===== config.mk =====
export PLATFORM = sky130hd
export DESIGN_NAME = mul_div_unit
export DESIGN_NICKNAME = d
export VERILOG_FILES = /design/src/rtl/mul_div_unit.sv
export SDC_FILE = /design/constraint.sdc
export NUM_CORES = 1
export LEC_CHECK = 0
export ABC_AREA = 1
export CAP_MARGIN = 20
export CORE_MARGIN = 1
export CORE_UTILIZATION = 40
export CTS_BUF_LIST = sky130_fd_sc_hd__clkbuf_16
export CTS_CLUSTER_DIAMETER = 80
export CTS_CLUSTER_SIZE = 40
export DETAILED_ROUTE_END_ITERATION = 16
export HOLD_SLACK_MARGIN = 0.05
export PLACE_DENSITY = 0.63
export SETUP_SLACK_MARGIN = 0.5
export SYNTH_ARGS = -nofsm -noshare
export SYNTH_HDL_FRONTEND = slang
export SYNTH_SLANG_ARGS = --single-unit

===== constraint.sdc =====
create_clock -name CLK -period 3.8 [get_ports CLK]
set_input_delay 0.57 -clock CLK [delete_from_list [all_inputs] [get_ports CLK]]
set_output_delay 0.57 -clock CLK [all_outputs]
set_load 0.01 [all_outputs]

===== src/rtl/mul_div_unit.sv =====
// ---------------------------------------------------------------------------
// mul_div_unit: iterative signed/unsigned multiply/divide into HI/LO, 1 bit/cycle.
// Optional macro MDU_EARLY_OUT_EN: multiplies stop once the multiplier is spent.
// Revision: 1.0
// ---------------------------------------------------------------------------
`default_nettype none

module mul_div_unit #(
  parameter int WIDTH = 32
) (
  input  logic             CLK,
  input  logic             nRST,
  input  logic             start,
  input  logic [1:0]       op,
  input  logic [WIDTH-1:0] op1,
  input  logic [WIDTH-1:0] op2,
  input  logic             flush,
  output logic             busy,
  output logic             done,
  output logic [WIDTH-1:0] hi,
  output logic [WIDTH-1:0] lo,
  output logic             flag_z,
  output logic             flag_dz
);

  localparam int CW = (WIDTH > 1) ? $clog2(WIDTH) : 1;

  typedef enum logic [1:0] {IDLE, PREP, RUN, FIX} state_t;

  state_t state, state_nx;

  logic [1:0]         op_q;
  logic [WIDTH-1:0]   a_q, b_q;
  logic [2*WIDTH-1:0] acc;   // product, or remainder in the low half
  logic [2*WIDTH-1:0] opa;   // shifted multiplicand, or divisor in the low half
  logic [WIDTH-1:0]   opb;   // remaining multiplier, or dividend/quotient
  logic [CW-1:0]      cnt;
  logic               neg_q, neg_r, dz_q;

  logic               is_div, a_neg, b_neg, div_zero, run_last, q_bit;
  logic [WIDTH-1:0]   a_mag, b_mag, quot_fix, rem_fix;
  logic [WIDTH:0]     shifted, diff;
  logic [2*WIDTH-1:0] acc_add, prod_fix;

  assign is_div   = op_q[1];
  assign a_neg    = op_q[0] & a_q[WIDTH-1];
  assign b_neg    = op_q[0] & b_q[WIDTH-1];
  assign a_mag    = a_neg ? -a_q : a_q;
  assign b_mag    = b_neg ? -b_q : b_q;
  assign div_zero = (b_q == '0);

  // Restoring divide step: bring in the next dividend bit and trial-subtract.
  assign shifted  = {acc[WIDTH-1:0], opb[WIDTH-1]};
  assign diff     = shifted - {1'b0, opa[WIDTH-1:0]};
  assign q_bit    = ~diff[WIDTH];

  assign acc_add  = acc + (opb[0] ? opa : '0);

  assign prod_fix = neg_q ? -acc : acc;
  assign quot_fix = neg_q ? -opb : opb;
  assign rem_fix  = neg_r ? -acc[WIDTH-1:0] : acc[WIDTH-1:0];

`ifdef MDU_EARLY_OUT_EN
  assign run_last = (cnt == CW'(WIDTH-1)) || (!is_div && (opb[WIDTH-1:1] == '0));
`else
  assign run_last = (cnt == CW'(WIDTH-1));
`endif

  assign busy = (state != IDLE);

  always_ff @(posedge CLK or negedge nRST) begin
    if (!nRST) state <= IDLE;
    else       state <= state_nx;
  end

  always_comb begin
    state_nx = state;
    case (state)
      IDLE:    if (start) state_nx = PREP;
      PREP:    state_nx = (is_div && div_zero) ? FIX : RUN;
      RUN:     if (run_last) state_nx = FIX;
      FIX:     state_nx = IDLE;
      default: state_nx = IDLE;
    endcase
    if (flush) state_nx = IDLE;
  end

  always_ff @(posedge CLK or negedge nRST) begin
    if (!nRST) begin
      op_q    <= '0;
      a_q     <= '0;
      b_q     <= '0;
      acc     <= '0;
      opa     <= '0;
      opb     <= '0;
      cnt     <= '0;
      neg_q   <= 1'b0;
      neg_r   <= 1'b0;
      dz_q    <= 1'b0;
      done    <= 1'b0;
      hi      <= '0;
      lo      <= '0;
      flag_z  <= 1'b0;
      flag_dz <= 1'b0;
    end else begin
      done <= (state == FIX) && !flush;
      case (state)
        IDLE: begin
          if (start && !flush) begin
            op_q <= op;
            a_q  <= op1;
            b_q  <= op2;
          end
        end
        PREP: begin
          neg_q <= a_neg ^ b_neg;
          neg_r <= a_neg;
          dz_q  <= is_div & div_zero;
          cnt   <= '0;
          acc   <= '0;
          if (is_div) begin
            opa <= {{WIDTH{1'b0}}, b_mag};
            opb <= a_mag;
          end else begin
            opa <= {{WIDTH{1'b0}}, a_mag};
            opb <= b_mag;
          end
        end
        RUN: begin
          cnt <= cnt + 1'b1;
          if (is_div) begin
            acc <= {{WIDTH{1'b0}}, q_bit ? diff[WIDTH-1:0] : shifted[WIDTH-1:0]};
            opb <= {opb[WIDTH-2:0], q_bit};
          end else begin
            acc <= acc_add;
            opa <= opa << 1;
            opb <= opb >> 1;
          end
        end
        FIX: begin
          if (!flush) begin
            flag_dz <= dz_q;
            if (dz_q) begin
              hi     <= a_q;
              lo     <= '1;
              flag_z <= 1'b0;
            end else if (is_div) begin
              hi     <= rem_fix;
              lo     <= quot_fix;
              flag_z <= (quot_fix == '0);
            end else begin
              hi     <= prod_fix[2*WIDTH-1:WIDTH];
              lo     <= prod_fix[WIDTH-1:0];
              flag_z <= (prod_fix[WIDTH-1:0] == '0);
            end
          end
        end
        default: ;
      endcase
    end
  end

endmodule

`default_nettype wire


Yosys cells after proc, flatten, opt, wreduce, memory -nomap -nowiden
Index checks and enable logic that the tools add are counted.
{ "word_totals": {"ff_bits": 303, "elab_cells": 78} }
{ "op_classes": {"add_sub_neg": 8, "n_mux": 27, "n_reduce_logical": 14, "bitwise": 6, "n_eq_ne": 7} }
{ "op_table": {"columns": ["op", "count"], "rows": [
  ["2-to-1 mux 32 bit", 12],
  ["2-to-1 mux 64 bit", 4],
  ["one-hot mux 64 bit (2 select lines)", 2],
  ["negation 32 bit", 4],
  ["logical NOT 32 bit", 3],
  ["adder 64 bit", 1],
  ["negation 64 bit", 1],
  ["one-hot mux 32 bit (2 select lines)", 1],
  ["subtractor 33 x 32 -> 33 bit", 1],
  ["one-hot mux 5 bit (2 select lines)", 1],
  ["one-hot mux 2 bit (4 select lines)", 1],
  ["AND reduction 2 bit", 4],
  ["2-to-1 mux 2 bit", 3],
  ["inequality test 3 bit (second input constant)", 2],
  ["adder 5 x 1 -> 5 bit (second input constant)", 1],
  ["== test 5 bit (second input constant)", 1],
  ["== test 2 bit (second input constant)", 2],
  ["nonzero test 2 bit", 2],
  ["bitwise AND 1 bit", 3],
  ["logical AND 1 bit", 3],
  ["2-to-1 mux 1 bit", 3],
  ["== test 2 x 1 -> 1 bit (second input constant)", 1],
  ["logical NOT 2 bit", 1],
  ["inequality test 2 bit (second input constant)", 1],
  ["other kinds (3)", 4]
]} }

Depth between registers and ports, before layout
{ "logic_depth": {"ltp_word": 5, "ltp_mapped": 21, "mapped_depth_nobuf": 20} }

Worst setup path before layout
OpenSTA, ideal clock, no wires.
{ "synth_path": {"path_kind": "register to register", "start": "register opb[0]", "end": "register acc[58]", "setup_time_ns": 0.118, "t_arrival_ns": 2.455, "path_slack_ns": 1.227, "stages_incl_launch_ff": 21, "t_required_ns": 3.682, "period_less_slack_ns": 2.573, "path_cell_list": "dfrtp_1 > clkbuf_1 > nand2_1 > inv_1 > ha_1 > inv_1 > fa_1 > inv_1 > nand3_1 > nand2_1 > a21boi_0 > o21bai_1 > nand2_1 > nand2_1 > nand2_1 > nand2_1 > nand3_1 > nand2_1 > nand2_1 > nand3_1 > nand2_1"} }
{ "synth_via": {"elab_chain_len": 4} }
{ "synth_rtl": {"columns": ["item", "line_no", "source"], "rows": [
  ["start, declared", "36", "logic [WIDTH-1:0] opb;"],
  ["start signal, assigned", "123", "opb <= a_mag;"],
  ["start signal, assigned", "126", "opb <= b_mag;"],
  ["start signal, assigned", "133", "opb <= {opb[WIDTH-2:0], q_bit};"],
  ["2-to-1 mux 64 bit", "57", "assign acc_add = acc + (opb[0] ? opa : '0);"],
  ["adder 64 bit", "57", null],
  ["2-to-1 mux 64 bit", "131", "if (is_div) begin"],
  ["one-hot mux 64 bit (2 select lines)", "107", "case (state)"],
  ["end signal, assigned", "132", "acc <= {{WIDTH{1'b0}}, q_bit ? diff[WIDTH-1:0] : shifted[WIDTH-1:0]};"],
  ["end, declared", "34", "logic [2*WIDTH-1:0] acc;"]
]} }
Every way passes these cells.
A chain may end at the register's enable or synchronous reset.

Worst setup path in the final report
{ "layout_path": {"start": "register opb[0]", "end": "register acc[47]"} }
The elaborated chain is that of the path after synthesis.

==> key figures <==
Status
  • Status: finished, final reports clean

Floorplanning
  • Core Box Area: 66220 µm²
  • Die Y: between 200 and 300 µm
  • Number of core rows: 94
  • Initial Util: 0.4070
  • IO Pins: 138
  • DIE AREA: 68420 µm²
  • Die W: 261.6 µm

Timing
  • Setup total negative slack: 0 ps
  • Worst-margin pin slew: approximately 1200 ps
  • RSZ-0062 raised after global routing: no
  • Setup violators final: 0
  • Headroom to the max-slew limit: 0.2194
  • Fmax: 320.5 MHz
  • Fin. Hold Viols: 0
  • Setup ws final: approximately 680 ps
  • Minimum clock period: 3120 ps
  • Crit share post-route: 0.8212
  • Worst Clk Skew: 35.03 ps
  • Final slew viol count: 0
  • Hold Slack: 484.1 ps

Power
  • Seq pwr share: 0.184
  • Sw power: ~20000 µW
  • Logic gate share of total power: 0.718
  • Tot Pwr: approximately 34000 µW
  • Clock share of power: 0.098
  • Pint: 13420 µW
  • Max IR drop VDD: 0.0005429 V
  • Switching Share: 0.6037
  • Pleak: 0.01529 µW
  • Power Dens Cells: approximately 1100 nW/µm²

Synth
  • Share of the synthesized area in the top cell type: 0.2813
  • Post-synthesis cell type count: 60
  • Synthesized net count: approximately 4500
  • Seq/Total Area, Yosys: 0.2813
  • Synthesized area per cell: 6.204 µm²
  • Synth Flop Type: dfrtp_1
  • Synth warn: 0
  • Post-synth top area cell: dfrtp_1
  • Mapped Area: 26950 µm²
  • EDFF count, synth: 0
  • Ys async rst share: 1.000
  • Synthesized flop and latch total: 303
  • Mapped Cells: 4344
  • Top cells by area, synth: dfrtp_1 28%, nand2_1 16%, inv_1 7.8%

Critical path
  • Crit-path cells: buf_8 > nand2_1 > inv_1 > ha_1 > a21oi_1 > o21ai_0 > a21oi_1 > nor2_1 > nor2_1 > nand2_1 > a21o_1 > nor2_1 > o22ai_1
  • WP data arrival: 3600 ps
  • Crit path max fanout: 47
  • Flop2flop setup slack: 680 ps
  • Slowest stage cell on the critical path: dfrtp_2
  • Most used cell along the critical path: nor2_1
  • Setup crit end kind: flop
  • RR Endpoint: acc[47]
  • Worst Path Buf+Inv: 2
  • WS Path Type: reg2reg
  • RR Startpoint: opb[0]
  • CP Data Required Time: 4280 ps
  • Delay-heaviest family, CP: compound AO/OA/AOI/OAI gates
  • R2R cell count: 13
  • Crit start category: flop
  • Slowest cell delay on critical path: 470 ps

Global routing
  • Gr ovfl total: 0
  • Initial antenna violation count: 0
  • First-pass GRT wire length: 175800 µm
  • Vias in the first global route: 27910
  • Largest net degree at the start of global routing: 109
  • Total Routing Usage GR: 0.3415

Hold path
  • Worst Hold Class: reg2reg
  • Hold path start: hi[17]
  • Hold depth: 2
  • Hold Path End: hi[17]

Clock tree
  • CTS tree: yes
  • CTS Buf Count: 28
  • CTS Sinks: slightly above 300
  • Clk pin slew, worst setup/hold paths: roughly 80 ps
  • Clk root buf: clkbuf_16
  • CTS Buffer Depth: 3
  • Clk_lat worst skew: 620 ps
  • CTS H-tree lvls: 1

Finish
  • Nets: between 4000 and 5000
  • Synthesis-to-finish area growth: 13.19%
  • Share of layout cells above drive strength 1: 0.04701
  • Commonest non-fill, non-tap cell in the layout: nand2_1
  • Layout Cells excl Fill: about 5300
  • Most frequent cells in the layout: 1145 x nand2_1, 557 x inv_1, 538 x nor2_1

Place
  • Placed Cells: about 5300
  • PortBufs: 137
  • Pre-CTS WS: 531.4 ps
  • HPWL Detailed: 95040 µm
  • RD Place Congestion: 1.065

Routing
  • Via Count: 30430
  • Post-route ant nets: 0
  • Wire length per cell: 22.43 µm
  • Post-DR vias/cell: 5.729
  • # DRC: 0
  • Overall routed net length: 119100 µm
  • Pre-Repair DR Iteration Count: 8
  • First DRT Iteration DRCs: between 4000 and 5000

Job
  • Max-Cap Viols: 0
==> power by group through the flow <==
stage	clock network, µW	logic, µW	registers [µW]
finish	3320	24300	6230
global route	3470	26200	6350
CTS	3350	23500	6180
detailed placement	0	23400	6230
global placement	0	23500	6210
floorplan	0	15200	5620
==> metal layers <==
| layer | track usage | share of wire |
|---|---|---|
| met1 | 0.4752 | 0.42 |
| met2 | 0.5280 | 0.44 |
| met3 | 0.03920 | 0.086 |
| met4 | 0.1586 | 0.055 |
| met5 | 0 | 0 |
==> worst reg2reg max path, delay by kind of cell, from the launching register on <==
| kind | cells | cell delay, ps |
|---|---|---|
| buffers and inverters | 2 | 420 |
| AO/OA/AOI/OAI | 5 | 1070 |
| AND/OR/NAND/NOR | 5 | 770 |
| flip-flops | 1 | 470 |
| adder cells (fa/ha/maj) | 1 | 280 |
==> flip-flops by register name, indices dropped and copies added, names as in the netlist, 2 cells and up <==
signal	count
acc	64
opa	64
a_q	32
b_q	32
hi	32
lo	32
opb	32
cnt	5
op_q	2
state	2
==> synthesized netlist by cell type (all sizes together) (15+ instances only) <==
| master | n |
|---|---|
| o22ai | 50 |
| xor2 | 79 |
| o211ai | 59 |
| nand2 | 1159 |
| a22oi | 32 |
| a31oi | 26 |
| ha | 106 |
| a21oi | 302 |
| inv | 565 |
| dfrtp | 303 |
| nand3 | 373 |
| nor2 | 562 |
| o21ai | 281 |
| xnor2 | 18 |
| buf | 49 |
| a221oi | 20 |
| clkbuf | 113 |
| a21o | 15 |
| nor3 | 50 |
| nand4 | 63 |
==> cell type report <==
| class | count | area [µm²] |
|---|---|---|
| diodes | 1 | 2.502 |
| clock buffers | 29 | 725.7 |
| clock inverters | 23 | 306.5 |
| fillers | 7195 | 35710 |
| inverters | 571 | 2146 |
| multi-input cells | 3308 | 16610 |
| flip-flops and latches | 303 | 7592 |
| well taps | 864 | 1081 |
| repair buffers | 212 | 2047 |
==> metrics by stage <==
stage	util	instance area, µm²
after detailed placement	0.4441	29400
after floorplan	-	26950
after global routing	0.4607	30510
after global placement	0.4441	29400
final	0.4607	30510
after CTS	0.4598	30450
==> how the worst max path moves through the flow <==
| stage | startpoint | endpoint | slack [ps] | cells past startpoint |
|---|---|---|---|---|
| finish | opb[0] | acc[47] | 680 | 13 |
| global route | acc[0] | acc[27] | 530 | 19 |
| CTS | opb[0] | acc[47] | 550 | 13 |
| detailed placement | opb[0] | acc[47] | 530 | 13 |
| floorplan | opb[0] | acc[58] | 1230 | 20 |
| global placement | opb[0] | acc[47] | 500 | 13 |
==> timing repair <==
action / in CTS / in global routing
hold buffers: 1 / 0
gates resized for setup: 0 / 8
endpoints found under the hold margin: 29 / 0
setup endpoints to repair: 0 / 43
buffers inserted: 0 / 4
==> cell families after synthesis <==
| logic type | Yosys count | share of synthesized area |
|---|---|---|
| buffers and inverters | 733 | 0.1044 |
| multiplexers | 11 | 0.004596 |
| AND/OR/NAND/NOR | 2250 | 0.3485 |
| AO/OA/AOI/OAI | 842 | 0.1790 |
| adder cells (fa/ha/maj) | 108 | 0.05069 |
| flip-flops | 303 | 0.2813 |
| XOR/XNOR | 97 | 0.03152 |
No activity file was read; power rests on OpenSTA's default activity.
